$ cat src/rtl/ps2_host_tx_if.sv
// Bus-side handshake between the PS/2 host transmitter and its controller.
interface ps2_host_tx_if;
  logic [7:0] tx_data;
  logic       tx_start;
  logic       busy;
  logic       done;
  logic       error;
  logic       rx_inhibit;

  modport master (
    output tx_data,
    output tx_start,
    input  busy,
    input  done,
    input  error,
    input  rx_inhibit
  );

  modport slave (
    input  tx_data,
    input  tx_start,
    output busy,
    output done,
    output error,
    output rx_inhibit
  );
endinterface

$ cat src/rtl/ps2_host_tx.sv
// Host-to-device PS/2 transmitter: inhibit, request-to-send, 10-bit frame, device ACK,
// with inter-edge timeout. Pins are only ever pulled low through the *_oe enables.
module ps2_host_tx #(
  parameter logic [15:0] INHIBIT_CYCLES = 16'd1000,
  parameter logic [15:0] SETUP_CYCLES   = 16'd16,
  parameter logic [15:0] TIMEOUT_CYCLES = 16'd30000
) (
  input  logic          clock,
  input  logic          reset_n,
  ps2_host_tx_if.slave  bus,
  input  logic          ps2_clock_in,
  input  logic          ps2_data_in,
  output logic          ps2_clock_oe,
  output logic          ps2_data_oe
);

  typedef enum logic [2:0] {StIdle, StInhibit, StRts, StSend, StAck, StWaitIdle} state_e;

  state_e      state_q, state_d;
  logic [15:0] cnt_q, cnt_d;
  logic [3:0]  bitcnt_q, bitcnt_d;
  logic [9:0]  shift_q, shift_d;
  logic        data_oe_q, data_oe_d;
  logic        ack_ok_q, ack_ok_d;
  logic        done_q, done_d;
  logic        error_q, error_d;
  logic [1:0]  clk_sync_q, data_sync_q;
  logic        clk_prev_q;

  logic        fall;
  logic [15:0] cnt_inc;
  logic        timeout;

  assign fall    = clk_prev_q & ~clk_sync_q[1];
  assign cnt_inc = (cnt_q == 16'hFFFF) ? cnt_q : cnt_q + 16'd1;
  assign timeout = (cnt_inc >= TIMEOUT_CYCLES);

  always_ff @(posedge clock or negedge reset_n) begin
    if (!reset_n) begin
      state_q     <= StIdle;
      cnt_q       <= '0;
      bitcnt_q    <= '0;
      shift_q     <= '0;
      data_oe_q   <= 1'b0;
      ack_ok_q    <= 1'b0;
      done_q      <= 1'b0;
      error_q     <= 1'b0;
      clk_sync_q  <= 2'b11;
      data_sync_q <= 2'b11;
      clk_prev_q  <= 1'b1;
    end else begin
      state_q     <= state_d;
      cnt_q       <= cnt_d;
      bitcnt_q    <= bitcnt_d;
      shift_q     <= shift_d;
      data_oe_q   <= data_oe_d;
      ack_ok_q    <= ack_ok_d;
      done_q      <= done_d;
      error_q     <= error_d;
      clk_sync_q  <= {clk_sync_q[0], ps2_clock_in};
      data_sync_q <= {data_sync_q[0], ps2_data_in};
      clk_prev_q  <= clk_sync_q[1];
    end
  end

  always_comb begin
    state_d   = state_q;
    cnt_d     = cnt_q;
    bitcnt_d  = bitcnt_q;
    shift_d   = shift_q;
    data_oe_d = data_oe_q;
    ack_ok_d  = ack_ok_q;
    done_d    = 1'b0;
    error_d   = 1'b0;
    unique case (state_q)
      StIdle: begin
        data_oe_d = 1'b0;
        // A start in the completion-pulse cycle is refused so pulses never overlap acceptance.
        if (bus.tx_start && !done_q && !error_q) begin
          shift_d = {1'b1, ~^bus.tx_data, bus.tx_data};
          cnt_d   = '0;
          state_d = StInhibit;
        end
      end
      StInhibit: begin
        if (cnt_inc >= INHIBIT_CYCLES) begin
          cnt_d     = '0;
          data_oe_d = 1'b1;
          state_d   = StRts;
        end else begin
          cnt_d = cnt_inc;
        end
      end
      StRts: begin
        if (cnt_inc >= SETUP_CYCLES) begin
          cnt_d    = '0;
          bitcnt_d = '0;
          state_d  = StSend;
        end else begin
          cnt_d = cnt_inc;
        end
      end
      StSend: begin
        if (fall) begin
          data_oe_d = ~shift_q[0];
          shift_d   = {1'b1, shift_q[9:1]};
          bitcnt_d  = bitcnt_q + 4'd1;
          cnt_d     = '0;
          if (bitcnt_q == 4'd9) state_d = StAck;
        end else if (timeout) begin
          state_d   = StIdle;
          data_oe_d = 1'b0;
          cnt_d     = '0;
          error_d   = 1'b1;
        end else begin
          cnt_d = cnt_inc;
        end
      end
      StAck: begin
        data_oe_d = 1'b0;
        if (fall) begin
          ack_ok_d = ~data_sync_q[1];
          cnt_d    = '0;
          state_d  = StWaitIdle;
        end else if (timeout) begin
          state_d = StIdle;
          cnt_d   = '0;
          error_d = 1'b1;
        end else begin
          cnt_d = cnt_inc;
        end
      end
      StWaitIdle: begin
        data_oe_d = 1'b0;
        if (clk_sync_q[1] && data_sync_q[1]) begin
          state_d = StIdle;
          cnt_d   = '0;
          done_d  = ack_ok_q;
          error_d = ~ack_ok_q;
        end else if (timeout) begin
          state_d = StIdle;
          cnt_d   = '0;
          error_d = 1'b1;
        end else begin
          cnt_d = cnt_inc;
        end
      end
      default: begin
        state_d   = StIdle;
        data_oe_d = 1'b0;
      end
    endcase
  end

  assign ps2_clock_oe   = (state_q == StInhibit) || (state_q == StRts);
  assign ps2_data_oe    = data_oe_q;
  assign bus.busy       = (state_q != StIdle);
  assign bus.rx_inhibit = (state_q != StIdle);
  assign bus.done       = done_q;
  assign bus.error      = error_q;

endmodule
$ cat src/flat_wrapper.sv
// flat-port wrapper written by rule: the top's interface ports become plain ports
module ps2_host_tx_flat 
#(
  parameter logic [15:0] INHIBIT_CYCLES = 16'd1000,
  parameter logic [15:0] SETUP_CYCLES   = 16'd16,
  parameter logic [15:0] TIMEOUT_CYCLES = 16'd30000
)
  (clock, reset_n, ps2_clock_in, ps2_data_in, ps2_clock_oe, ps2_data_oe, bus_tx_data, bus_tx_start, bus_busy, bus_done, bus_error, bus_rx_inhibit);
  ps2_host_tx_if bus_i ();
  input  logic clock;
  input  logic reset_n;
  input  logic ps2_clock_in;
  input  logic ps2_data_in;
  output logic ps2_clock_oe;
  output logic ps2_data_oe;
  input wire logic [$bits(bus_i.tx_data)-1:0] bus_tx_data;
  input wire logic [$bits(bus_i.tx_start)-1:0] bus_tx_start;
  output wire logic [$bits(bus_i.busy)-1:0] bus_busy;
  output wire logic [$bits(bus_i.done)-1:0] bus_done;
  output wire logic [$bits(bus_i.error)-1:0] bus_error;
  output wire logic [$bits(bus_i.rx_inhibit)-1:0] bus_rx_inhibit;
  assign bus_i.tx_data = bus_tx_data;
  assign bus_i.tx_start = bus_tx_start;
  assign bus_busy = bus_i.busy;
  assign bus_done = bus_i.done;
  assign bus_error = bus_i.error;
  assign bus_rx_inhibit = bus_i.rx_inhibit;
  ps2_host_tx #(.INHIBIT_CYCLES(INHIBIT_CYCLES), .SETUP_CYCLES(SETUP_CYCLES), .TIMEOUT_CYCLES(TIMEOUT_CYCLES)) u_core (.clock(clock), .reset_n(reset_n), .bus(bus_i), .ps2_clock_in(ps2_clock_in), .ps2_data_in(ps2_data_in), .ps2_clock_oe(ps2_clock_oe), .ps2_data_oe(ps2_data_oe));
endmodule
$ cat config.mk
export PLATFORM = sky130hd
export DESIGN_NAME = ps2_host_tx_flat
export DESIGN_NICKNAME = d
export VERILOG_FILES = /design/src/rtl/ps2_host_tx_if.sv /design/src/rtl/ps2_host_tx.sv /design/src/flat_wrapper.sv
export SDC_FILE = /design/constraint.sdc
export NUM_CORES = 1
export LEC_CHECK = 0
export CORE_MARGIN = 2
export CORE_UTILIZATION = 50
export DETAILED_ROUTE_END_ITERATION = 12
export GPL_TIMING_DRIVEN = 0
export PLACE_DENSITY = 0.79
export RECOVER_POWER = 25
export SLEW_MARGIN = 10
export SYNTH_ARGS = -nofsm -noshare
export SYNTH_HDL_FRONTEND = slang
export SYNTH_SLANG_ARGS = --single-unit
$ cat constraint.sdc
create_clock -name clock -period 3.2 [get_ports clock]
set_input_delay 0.32 -clock clock [delete_from_list [all_inputs] [get_ports clock]]
set_output_delay 0.32 -clock clock [all_outputs]
set_load 0.05 [all_outputs]
==> flow_summary.ini, run 1 <==
[place]
placed_cells = 384
pre_cts_slack_ps = 202
gp_congestion = 0.946
io_buffer_count = 18
dpl.hpwl_um = 4610

[clock_tree]
cts_buffers = 5
clk_pin_slew_worst_paths_ps = 90
cts.sinks = 42
clockBufferDepth = 2
worstSkewPairLatency_ps = 300
htreeDepth = 2
cts_tree = built
cts-root-buf = clkbuf_8

[yosys]
ys_types = 53
syn-instance-count = 295
syn_nets = 311
synth_top_flop_cell = dfrtp_1
avgSynthCellArea_sq_um = 9.08
async_reset_ff_frac = 1.00
synth_edf_count = 0
synth_seq_cells = 42
yosysSeqAreaShare = 0.395
yosys_warnings = 0
syn-cell-area_sq_mm = 0.00268

[setup_path]
crit_arrival_ps = 3240
slowest_stage = nor4_1
critPathRequiredTime_ps = 3380
path_class = flip-flop to flip-flop
path_cells = nand4_1 > nor4_1 > mux2_2 > nand3b_1 > nor4_2 > buf_2 > nor4_1 > a311oi_1
critPathCaptureType = flip-flop
cp_common_cell = nor4_1
slowest_delay_ps = 460
critPathMaxFanout = 10
cp-start-kind = flip-flop

[worst_hold_path]
holdCritPathClass = flip-flop to flip-flop

[drt]
drt-initial-drc-count = 289
ant_nets = 0
drc_errors = 0
vias_per_cell = 6.29
wl_um = 6390
routedWlPerCell_um = 16.2
route.vias.total = 2480
first_pass_iters = 5

[sta]
finalClockSkew_ps = 13.1
fmax_mhz = 327
layout_min_cycle_time_ps = 3050
fin_setup_tns_ps = 0
final_hold_viol_count = 0
grt_setup_unrepaired = no
timing.final.ws_setup_ps = 146
worst_slew_pin_slew_ps = 1220
fin_crit_sh = 0.954
setup_viol = 0
drv_slew = 0
relSlewSlack = 0.187

[layout]
drive_above_1_share = 0.105
nets = 339
instances_no_fill = 394
antenna_cells = 0
area_growth_pct = 15.0

[floorplanning]
core_sq_mm = 0.00514
die_y_um = 77.2
io_pins = 19
die_area_sq_mm = 0.00596
start_util = 0.521
die_x_um = 77.2
rows = 26

[global_routing]
grt.total_usage = 0.227
antenna_found_initial = 0
grt_max_degree = 25
globalRouteOverflowTotal = 0
grt_pass1_wl_um = 10800
grt_pass1_vias = 2266

[power]
irDropWorstVdd_v = 0.000447
power_leakage_nw = 1.25
power_density_mw_per_mm2 = 743

[job]
cap_violations = 0

[run_status]
status = completed
worst max-delay path, delay by kind of cell (launching register included):
kind	cells	cell delay (ps)
AOI/OAI and AO/OA	1	300
buffers and inverters	1	280
DFF	1	440
muxes	1	440
and+or+nand+nor	5	1460
cell usage in the layout, fill, tap and decap left out, types with 3 or more instances in the layout:
cell type and n:
and2_1 3, a21oi_1 19, a211o_1 5, and3_1 3, buf_2 8, clkbuf_1 14
ha_1 3, a31oi_1 3, nor4_1 5, nor3_1 9, xnor2_1 11, mux2i_1 14
clkdlybuf4s50_1 15, a22o_1 8, nand2_1 14, nand2b_1 7, or2_2 3, nand4_1 7
o21ai_0 18, clkbuf_8 5, inv_1 7, dfstp_2 4, a21o_1 4, a311oi_1 3
dlygate4sd3_1 3, nor2_1 23, nand3_1 15, dfrtp_1 37, and4_1 6, or3_1 3
nor2b_1 4
report_power, final:
group          internal, W  total (W)  switching, W
clock             0.000154   0.000337      0.000183
combinational     0.000467    0.00119      0.000725
sequential        0.000666   0.000759     0.0000925
total              0.00129    0.00229       0.00100
layer usage:
layer  vias up  wire, um  track usage  share of wire
met1      1181      2870        0.319           0.45
li1       1170         -            -              -
met3        22       467       0.0506          0.073
met4         0       144       0.0839          0.023
met5         -         0            0              0
met2       107      2910        0.342           0.45
per-stage QoR:
| step | area [sq um] | power, W | util | hold slack, ps |
|---|---|---|---|---|
| 2_1_floorplan | 2680 | 0.00163 | - | 24.4 |
| 3_3_place_gp | 2950 | 0.00190 | 0.573 | 346 |
| 3_5_place_dp | 2970 | 0.00195 | 0.577 | 314 |
| 4_1_cts | 3060 | 0.00228 | 0.596 | 358 |
| 5_1_grt | 3080 | 0.00245 | 0.599 | 367 |
| 6_report | 3080 | 0.00229 | 0.599 | 360 |
synth_stat cells, types with 4 or more instances:
library cell / number / area [sq um]
a211o_1: 5 / 43.8
a21o_1: 4 / 30.0
a21oi_1: 19 / 95.1
a22o_1: 8 / 70.1
and4_1: 6 / 52.6
buf_2: 8 / 40.0
clkbuf_1: 11 / 41.3
dfrtp_1: 37 / 926
dfstp_2: 5 / 131
inv_1: 7 / 26.3
mux2i_1: 14 / 140
nand2_1: 14 / 52.6
nand2b_1: 7 / 43.8
nand3_1: 15 / 75.1
nand4_1: 7 / 43.8
nor2_1: 23 / 86.3
nor2b_1: 4 / 25.0
nor3_1: 9 / 45.0
nor4_1: 6 / 37.5
o21ai_0: 18 / 90.1
xnor2_1: 11 / 96.3
sequential cells by signal, indices dropped and copies added, names as in the netlist:
signal              count
u_core.cnt_q           16
u_core.shift_q         10
u_core.bitcnt_q         4
u_core.state_q          3
u_core.clk_sync_q       2
u_core.data_sync_q      2
u_core.ack_ok_q         1
u_core.bus.done         1
u_core.bus.error        1
u_core.clk_prev_q       1
u_core.ps2_data_oe      1
kinds of logic after synthesis:
family,Yosys count,share of synthesized area
adder cells (fa/ha/maj),3,0.0140
buffers and inverters,27,0.0430
multiplexers,16,0.0607
AND/OR/NAND/NOR,111,0.231
AO/OA/AOI/OAI,84,0.217
flip-flops,42,0.395
XOR/XNOR,12,0.0393
final timing paths:
check                                           start                    end  slack [ps]  cells past startpoint
max in group asynchronous                     reset_n  u_core.data_sync_q[1]        1630                      3
min in group asynchronous                     reset_n        u_core.cnt_q[5]         780                      2
worst min-delay path            u_core.data_sync_q[0]  u_core.data_sync_q[1]         360                      0
worst min register to register  u_core.data_sync_q[0]  u_core.data_sync_q[1]         360                      0
worst max-delay path                  u_core.cnt_q[3]        u_core.cnt_q[2]         150                      8
worst max register to register        u_core.cnt_q[3]        u_core.cnt_q[2]         150                      8
area by class of cell:
cell class,count,area (sq um)
fill,480,2060
buffer,20,88.8
clock buffer,7,76.3
inverter,7,26.3
clock inverter,1,7.51
multi-input combinational,226,1520
sequential,42,1060
timing repair buffer,21,219
tap,70,87.6
what timing repair did:
item,in CTS,in global routing
setup endpoints to repair,0,5
endpoints found under the hold margin,18,0
setup buffers,0,1
resized for setup,0,2
hold buffers,1,0
No activity file was read; power rests on OpenSTA's default activity.
==> run 2: changes to the inputs <==
MAX_ROUTING_LAYER = met4   (was unset)
==> run 2 against run 1 <==
Compared with the run above:
- final area unchanged
- utilization unchanged
- critical path type unchanged
- die area unchanged
- clock power about the same
- clock skew increased by 0.96 ps
- first-iteration DRC count decreased by 11%
- critical endpoint unchanged
- via count decreased by 2.5%
==> flow_summary.ini, run 2 (synthesis gave the netlist of run 1 again) <==
[clock_tree]
cts.sinks = 42
clk_pin_slew_worst_paths_ps = 90
clockBufferDepth = 2
cts_tree = built
htreeDepth = 2
worstSkewPairLatency_ps = 300
cts_buffers = 5
cts-root-buf = clkbuf_8

[drt]
vias_per_cell = 6.14
wl_um = 6420
drc_errors = 0
ant_nets = 0
first_pass_iters = 5
routedWlPerCell_um = 16.3
route.vias.total = 2418
drt-initial-drc-count = 257

[worst_hold_path]
hold_depth = 0
worstHoldStart = u_core.data_sync_q[0]
min_to = u_core.data_sync_q[1]
holdCritPathClass = flip-flop to flip-flop

[layout]
area_growth_pct = 15.0
layout_common_cells = 37 x dfrtp_1, 23 x nor2_1, 19 x a21oi_1
multi_input_comb_area_sq_mm = 0.00152
final_common_cell = dfrtp_1
drive_above_1_share = 0.105
fill_cells = 480
largest_reg_flops = 16
largest_register = u_core.cnt_q
antenna_cells = 0
nets = 339
final-seq-area_sq_mm = 0.00106
top_regs = u_core.cnt_q (16), u_core.shift_q (10), u_core.bitcnt_q (4)

[global_routing]
grt_max_degree = 25
globalRouteOverflowTotal = 0
antenna_found_initial = 0
grt_pass1_wl_um = 10800
grt_pass1_vias = 2271
grt.total_usage = 0.232

[floorplanning]
die_x_um = 77.2
start_util = 0.521
rows = 26
io_pins = 19
die_y_um = 77.2
core_sq_mm = 0.00514
die_area_sq_mm = 0.00596

[sta]
fin_crit_sh = 0.945
fin_setup_tns_ps = 0
relSlewSlack = 0.202
drv_slew = 0
worst_slew_pin_slew_ps = 1200
layout_min_cycle_time_ps = 3020
final_hold_viol_count = 0
finalClockSkew_ps = 14.1
fmax_mhz = 331
setup_viol = 0
fin_hold_ws_ps = 360
grt_setup_unrepaired = no

[place]
gp_congestion = 0.963
io_buffer_count = 18
dpl.hpwl_um = 4610

[setup_path]
crit_arrival_ps = 3210
rr_startpoint = u_core.cnt_q[3]
critPathMaxFanout = 10
ff2ff_path_depth = 8
crit_path_start = u_core.cnt_q[3]
critPathCaptureType = flip-flop
path_class = flip-flop to flip-flop
reg2reg_to = u_core.cnt_q[2]
critPathRequiredTime_ps = 3390
cp-start-kind = flip-flop
r2r_slack_ps = 180

[run_status]
status = completed

[power]
irDropWorstVdd_v = 0.000445
power_leakage_nw = 1.25
power_density_mw_per_mm2 = 743

[job]
cap_violations = 0
-- run 2: cell counts in the layout (fill, tap and decap cells not counted) --
No cell type changed its count.
-- run 2: area by class of cell --
class	count	share of cell area
Timing Repair Buffer	21	0.0711
Clock buffer	7	0.0248
Buffer	20	0.0289
Sequential cell	42	0.343
Inverter	7	0.00853
Tap cell	70	0.0284
Clock inverter	1	0.00244
Multi-Input combinational cell	226	0.492
-- run 2: through the flow --
stage	utilization	area, sq um	power (W)	cells	setup slack [ps]
after floorplan	-	2680	0.00163	295	580
after global placement	0.573	2950	0.00190	383	259
after detailed placement	0.577	2970	0.00195	384	202
after CTS	0.596	3060	0.00228	393	167
after global routing	0.599	3080	0.00245	394	22.9
final	0.599	3080	0.00229	394	177
-- run 2: how the worst max path moves through the flow --
stage	to	cells after the start
floorplan	u_core.shift_q[5]	8
global placement	u_core.cnt_q[2]	9
detailed placement	u_core.cnt_q[2]	9
CTS	u_core.cnt_q[2]	9
global route	u_core.cnt_q[2]	9
finish	u_core.cnt_q[2]	8
-- run 2: routing by layer --
metal	global-route usage	wire length [um]	up-vias
met5	-	0	-
met4	0.0839	138	0
met3	0.0506	393	16
met2	0.343	2920	89
met1	0.316	2960	1151
li1	-	-	1162
-- run 2: timing repair --
item / in CTS / in global routing
endpoints found under the setup margin: 0 / 5
buffers inserted: 0 / 1
resized for setup: 0 / 2
hold endpoints to repair: 18 / 0
hold buffers: 1 / 0
-- run 2: where the power goes --
part	switching [W]	leakage, nW	total (W)	internal, W
Combinational	0.000726	0.688	0.00119	0.000467
Sequential	0.0000927	0.521	0.000759	0.000666
Clock	0.000183	0.0385	0.000337	0.000154
Total	0.00100	1.25	0.00229	0.00129
-- run 2: worst max-delay path, stage by stage, from the launching register on --
cell	delay (ps)
dfrtp_1	440
nand4_1	330
nor4_1	450
mux2_2	440
nand3b_1	220
nor4_2	350
buf_2	280
nor4_1	100
a311oi_1	300
